### config.mk
export PLATFORM = sky130hd
export DESIGN_NAME = way_select_pipe
export DESIGN_NICKNAME = d
export VERILOG_FILES = /design/src/rtl/way_select_pipe.sv
export SDC_FILE = /design/constraint.sdc
export NUM_CORES = 2
export LEC_CHECK = 0
export BUFFER_PORTS_ARGS = -buffer_cell sky130_fd_sc_hd__buf_2
export CAP_MARGIN = 20
export CELL_PAD_IN_SITES_DETAIL_PLACEMENT = 0
export CELL_PAD_IN_SITES_GLOBAL_PLACEMENT = 2
export CORE_AREA = 3 3 518 520
export DETAILED_ROUTE_END_ITERATION = 10
export DIE_AREA = 0 0 521 523
export PLACE_DENSITY = 0.51
export SYNTH_ARGS = -nofsm -noshare
export SYNTH_HDL_FRONTEND = slang
export SYNTH_SLANG_ARGS = --single-unit
export TNS_END_PERCENT = 1
### constraint.sdc
create_clock -name i_clk -period 2.2 [get_ports i_clk]
set_input_delay 0.22 -clock i_clk [delete_from_list [all_inputs] [get_ports i_clk]]
set_output_delay 0.22 -clock i_clk [all_outputs]
set_load 0.02 [all_outputs]
### src/rtl/way_select_pipe.sv
// Registered N-way line/word selector between tag compare and load return.
// Two-entry skid buffer (main drives outputs, skid holds one more) keeps full throughput with a registered o_ready.
module way_select_pipe #(
   parameter  int LINE_SIZE_BYTES = 32,
   parameter  int WAYS            = 4,
   parameter  int WORD_BYTES      = 4,
   parameter  int ERR_CNT_W       = 8,
   localparam int LB              = LINE_SIZE_BYTES * 8,
   localparam int WI              = $clog2(WAYS),
   localparam int WB              = WORD_BYTES * 8,
   localparam int NW              = LINE_SIZE_BYTES / WORD_BYTES,
   localparam int OW              = $clog2(NW)
) (
   input  logic                 i_clk,
   input  logic                 i_rst_n,
   input  logic                 i_valid,
   output logic                 o_ready,
   input  logic [LB-1:0]        i_data [WAYS-1:0],
   input  logic [WAYS-1:0]      i_sel,
   input  logic [OW-1:0]        i_offset,
   output logic                 o_valid,
   input  logic                 i_ready,
   output logic [LB-1:0]        o_line,
   output logic [WB-1:0]        o_word,
   output logic [WI-1:0]        o_way,
   output logic                 o_hit,
   output logic                 o_multi_hit,
   input  logic                 i_err_clr,
   output logic [ERR_CNT_W-1:0] o_err_cnt,
   output logic [1:0]           o_dbg_state
);

   typedef enum logic [1:0] {EMPTY = 2'd0, ONE = 2'd1, FULL = 2'd2} state_t;

   typedef struct packed {
      logic [LB-1:0] line;
      logic [WB-1:0] word;
      logic [WI-1:0] way;
      logic          hit;
      logic          multi;
   } entry_t;

   state_t               state_q, state_d;
   entry_t               main_q, main_d;
   entry_t               skid_q, skid_d;
   entry_t               sel_ent;
   logic                 ready_q, ready_d;
   logic [ERR_CNT_W-1:0] err_q, err_d;
   logic                 push, pop;

   // Walk from the top down so the lowest-index hitting way is the last writer.
   always_comb begin
      sel_ent = '0;
      for (int w = WAYS - 1; w >= 0; w--) begin
         if (i_sel[w]) begin
            sel_ent.line = i_data[w];
            sel_ent.way  = WI'(w);
         end
      end
      sel_ent.hit   = |i_sel;
      sel_ent.multi = |(i_sel & (i_sel - WAYS'(1)));
      for (int k = 0; k < NW; k++) begin
         if (i_offset == OW'(k)) sel_ent.word = sel_ent.line[k*WB +: WB];
      end
   end

   assign push = i_valid & ready_q;
   assign pop  = (state_q != EMPTY) & i_ready;

   always_comb begin
      state_d = state_q;
      main_d  = main_q;
      skid_d  = skid_q;
      case (state_q)
         EMPTY: begin
            if (push) begin
               main_d  = sel_ent;
               state_d = ONE;
            end
         end
         ONE: begin
            if (push && pop) begin
               main_d = sel_ent;
            end else if (push) begin
               skid_d  = sel_ent;
               state_d = FULL;
            end else if (pop) begin
               state_d = EMPTY;
            end
         end
         FULL: begin
            if (pop) begin
               main_d  = skid_q;
               state_d = ONE;
            end
         end
         default: state_d = EMPTY;
      endcase
      ready_d = (state_d != FULL);
   end

   // Clear wins over a same-cycle multi-hit increment.
   always_comb begin
      err_d = err_q;
      if (i_err_clr) begin
         err_d = '0;
      end else if (push && sel_ent.multi && (err_q != {ERR_CNT_W{1'b1}})) begin
         err_d = err_q + ERR_CNT_W'(1);
      end
   end

   always_ff @(posedge i_clk or negedge i_rst_n) begin
      if (!i_rst_n) begin
         state_q <= EMPTY;
         main_q  <= '0;
         skid_q  <= '0;
         ready_q <= 1'b1;
         err_q   <= '0;
      end else begin
         state_q <= state_d;
         main_q  <= main_d;
         skid_q  <= skid_d;
         ready_q <= ready_d;
         err_q   <= err_d;
      end
   end

   assign o_valid     = (state_q != EMPTY);
   assign o_ready     = ready_q;
   assign o_line      = main_q.line;
   assign o_word      = main_q.word;
   assign o_way       = main_q.way;
   assign o_hit       = main_q.hit;
   assign o_multi_hit = main_q.multi;
   assign o_err_cnt   = err_q;
   assign o_dbg_state = state_q;

endmodule

## Word-level counts from Yosys, hierarchy flattened

Cells that the tools add are included.

| storage, ports and cells | value |
|---|---|
| register bits after elaboration | 595 |
| word-level logic and storage cells | 73 |
| input port bits | 1036 |

| operators by class | value |
|---|---|
| equal/unequal tests | 14 |
| mux-type cells | 28 |
| add/sub/neg operators | 2 |
| reduce and logical (&&, ||, !) cells | 12 |
| bitwise gates (word level) | 4 |

Operators with widths:

| operator | number |
|---|---|
| $mux W256 | 4 |
| $mux W292 | 3 |
| $pmux W292 S3 | 1 |
| $mux W32 | 8 |
| $mux W2 | 9 |
| $mux W8 | 2 |
| $eq A3 B3 Y1 const B | 4 |
| $add A8 B1 Y8 const B | 1 |
| $ne A2 B2 Y1 const B | 4 |
| $ne A8 B8 Y1 const B | 1 |
| $reduce_or A4 Y1 | 2 |
| $eq A3 B2 Y1 const B | 2 |
| $pmux W2 S3 | 1 |
| $and A4 B4 Y4 | 1 |
| $reduce_and A4 Y1 | 1 |
| $reduce_bool A2 Y1 | 2 |
| $sub A4 B1 Y4 const B | 1 |
| $eq A3 B1 Y1 const B | 1 |
| $logic_and A1 B1 Y1 | 3 |
| $logic_not A3 Y1 | 1 |
| $reduce_and A3 Y1 | 1 |
| $reduce_bool A3 Y1 | 1 |
| $and A1 B1 Y1 | 2 |
| $eq A2 B1 Y1 const B | 1 |
| 3 further kinds | 3 |

## Logic depth before layout (Yosys ltp)

| depth | value |
|---|---|
| depth after elaboration | 14 |
| gate-level depth with buffers | 11 |
| depth with buffers taken out | 6 |

## Worst setup path after synthesis

No wires, ideal clock.

| path | value |
|---|---|
| path type | register to register |
| from | register ready_q, in the netlist o_ready |
| to | register main_q, in the netlist o_line[100] |
| library setup time | 0.130 ns |
| stages on the path, launching flop included | 9 |
| arrival time | 1.950 ns |
| path buffers | 3 |
| path slack | 0.120 ns |
| required time | 2.070 ns |
| cell sequence | dfstp_2 > nand2_1 > nor2_1 > nand2_1 > nand2_1 > clkbuf_1 > clkbuf_1 > buf_2 > a31oi_1 |

| on the way | value |
|---|---|
| longest elaborated chain between the ends | 4 |
| elaborated cells on any way between the ends | 5 |
| classes of those cells | 2 x eq/ne; 1 x bitwise; 2 x reduce/logical |

RTL lines:

| item | line | text |
|---|---|---|
| start, declared | 47 | `logic ready_q, ready_d;` |
| start signal, assigned | 123 | `ready_q <= ready_d;` |
| $and A1 B1 Y1 * | 67 | `assign push = i_valid & ready_q;` |
| $logic_and A1 B1 Y1 | 82 | `if (push && pop) begin` |
| $ne A2 B2 Y1 (no source line) | n/a |  |
| $reduce_and A4 Y1 (no source line) * | n/a |  |
| end signal, assigned | 121 | `main_q <= main_d;` |
| end, declared | 44 | `entry_t main_q, main_d;` |

Mark *: on every way between the ends. The rest lies on a longest branch, timed or not.
A chain may end at the register's enable or synchronous reset.

## Final worst setup path

| path | value |
|---|---|
| from | input port i_sel[0] |
| to | register skid_q[18] in the netlist's numbering |

| on the way | value |
|---|---|
| longest elaborated chain between the ends | 9 |

RTL lines:

| item | line | text |
|---|---|---|
| start, declared | 19 | `input logic [WAYS-1:0] i_sel,` |
| $mux W256 * | 55 | `if (i_sel[w]) begin` |
| $mux W32 (7 in series) | 63 | `if (i_offset == OW'(k)) sel_ent.word = sel_ent.line[k*WB +: WB];` |
| $mux W32 * | 63 |  |
| end signal, assigned | 122 | `skid_q <= skid_d;` |
| end, declared | 45 | `entry_t skid_q, skid_d;` |

Marks and branches as above.

==> run summary <==
Mapped Area - 34,200 um^2
FP Rows - 189
Hold Vio Cnt, Final - 0
Mapped Cells - 4,148
Fin Setup TNS - -0.0174 ns
Seq pwr share - 31.6%
#FFs+latches synth - 595
Pre-Repair DR Iteration Count - 5
Layout cells sized above 1 - 39.0%
Clk_lat worst skew - 0.72 ns
Post-synth EDFFs - 0
Commonest non-fill, non-tap cell in the layout - buf_2
Syn_nets - 5,185
Mean post-synth cell area - 8.25 um^2
Syn-to-layout area delta - 63.1%
Commonest cells after routing, fill and taps aside - 1,334 x buf_2, 1,048 x nand2_1, 685 x buf_4
Crit path kind - input pin to flop
Initial core utilization - 12.9%
Post-route ant nets - 0
F_max - 0.451 GHz
Status - finished with violations
GRT Total Usage - 23.3%
Core Region - 265,000 um^2
Peak VDD IR - 526 uV
Clock power share - 24.9%
Largest net degree at the start of global routing - 70
Ports - 1,340
TritonCTS Sinks - 595
Sequential-to-total area share from yosys stat - 43.5%
Yosys cell types - 69
Die X - 521 um
PD cells - 1090 nW/um^2
Hold_ws - 0.0450 ns
Sw frac - 44.5%
Crit Path Max Fanout - 53
Max-slew violation count - 0
Worst Setup End Kind - flop
Die area - 272,000 um^2
Clock tree buffer depth - 3
Initial DRC count - 3,048
Placer Congestion - 0.904
CTS Buf Count - 87
Failing checks - setup timing
Via Count - 42.3k
Worst EP arrival - 2.81 ns
Vias in the first global route - 42.7k
Ys async rst share - 100%
Post-detailed-placement half-perimeter wirelength - 280,000 um
H-tree depth - 3
Initial antenna violation count - 231
Synth Flop Type - dfrtp_1
Leakage power - 26.1 nW
Routed wire length - 329,000 um
DR WL/cell - 33.7 um
Min-Delay Path Class - input pin to async pin
Internal power - 0.0337 W
Tmin final - 2.22 ns
Least-Margin Pin Slew - 1.11 ns
Combinational power share - 43.5%
Reg clk slew, reported paths - 0.06 ns
Vias/cell - 4.33
Switching pwr - 0.0270 W
RSZ-0062 raised after global routing - no
First-pass GRT wire length - 423,000 um
Synth warn - 0
Root Buffer - clkbuf_16
Fin crit share - 101%
Layout Skew - 0.0162 ns
Final worst slack - -0.0169 ns
Req. time, crit path - 2.80 ns
Setup-failing EPs final - 2
Max-cap violations - 0
Chip height - 523 um
Residual DRC - 0
Final layout net count - 7,158
Slew HR - 26.0%
Crit start category - input pin
I/O Buffers - 1,339
CTS tree - built
Grt ovf - 0
[synthesized netlist by cell type, types with 25 or more instances]
master	instances	share of area (%)
nor2_1	428	4.7
nand2_1	1052	12
buf_4	25	0.55
nor2b_1	41	0.75
a211o_1	52	1.3
mux2i_1	26	0.76
nand2b_1	49	0.90
a21oi_1	130	1.9
buf_2	117	1.7
a221oi_1	127	3.3
o221ai_1	64	1.6
o22ai_1	142	2.6
o21ai_1	51	0.75
nand3b_1	41	0.90
o21ai_0	248	3.6
a22oi_1	36	0.79
a31oi_1	146	2.7
and3b_1	46	1.2
a221oi_2	33	1.4
a211oi_1	71	1.6
nor3_1	26	0.38
clkbuf_1	215	2.4
or3_1	27	0.49
a221o_1	40	1.2
o31ai_1	41	0.90
dfrtp_1	594	43
o21a_1	30	0.66
[worst paths after layout]
check                          startpoint          end  slack (ns)  cells after the start
max reg2reg                o_dbg_state[1]    o_line[4]        0.11                      7
min                               i_rst_n  o_line[193]        0.04                      2
max                              i_sel[0]   skid_q[18]       -0.02                     11
min reg2reg                    skid_q[20]   skid_q[20]        0.47                      2
max in group asynchronous         i_rst_n   o_line[34]        1.21                      3
min in group i_clk            i_data[162]  skid_q[198]        0.07                      3
[power by group through the flow]
| stage | registers [W] | logic, W | clock network (W) |
|---|---|---|---|
| floorplan | 0.0218 | 0.00842 | 0 |
| global placement | 0.0192 | 0.0267 | 0 |
| detailed placement | 0.0194 | 0.0268 | 0 |
| CTS | 0.0192 | 0.0271 | 0.0157 |
| global route | 0.0199 | 0.0287 | 0.0161 |
| finish | 0.0192 | 0.0264 | 0.0151 |
[cell families after synthesis]
group / synth area share [%]
and+or+nand+nor: 21.9
AOI/OAI and AO/OA: 26.9
DFF: 43.5
buffers and inverters: 5.80
muxes: 1.58
xor gates and xnor gates: 0.179
adders and majority gates: 0.0658
[per-stage QoR]
step                      worst slack, ns  total power, W  cells  util [%]  area [um^2]
final                             -0.0169          0.0607   9779      21.1        55800
after detailed placement            -1.04          0.0462   9436      19.4        51300
after global placement              -1.29          0.0460   9435      19.4        51200
after global routing              0.00568          0.0646   9751      21.1        55700
after CTS                         0.00984          0.0620   9719      21.0        55600
after floorplan                     0.120          0.0302   4148         -        34200
[final cells by class]
class	count	area, um^2
Clock buffer	123	2570
Multi-Input combinational cell	3133	17600
Fill cell	29800	209000
Inverter	27	110
Clock inverter	31	413
Tap cell	3533	4420
Sequential cell	595	14900
Timing Repair Buffer	2277	15600
Antenna cell	60	150
[state kept, by name, summed over array words and instances (netlist names)]
register     flops
o_multi_hit      1
o_dbg_state      2
o_way            2
o_line         256
skid_q         292
o_word          32
o_hit            1
o_ready          1
o_err_cnt        8
[worst max-delay path, cell delays in order]
cell and delay, ns:
buf_8 0.11, buf_8 0.16, nand2b_4 0.25, buf_16 0.21, buf_4 0.20, o221ai_1 0.24
o22ai_1 0.20, a211oi_4 0.62, buf_12 0.19, o21ai_1 0.06, mux2_2 0.26
[per-layer routing]
metal / global-route usage, % / part of all wire [%]
met1: 27.4 / 40
met2: 38.9 / 47
met3: 8.43 / 9.2
met4: 8.17 / 3.6
met5: 0 / 0.26
[repair_timing]
action / CTS / global route
setup endpoints to repair: 8 / 24
setup buffers: 0 / 0
endpoints found under the hold margin: 472 / 0
hold buffers: 129 / 0
resized for setup: 4 / 15
gates cloned: 0 / 0
Power figures use the tool's default switching activity.
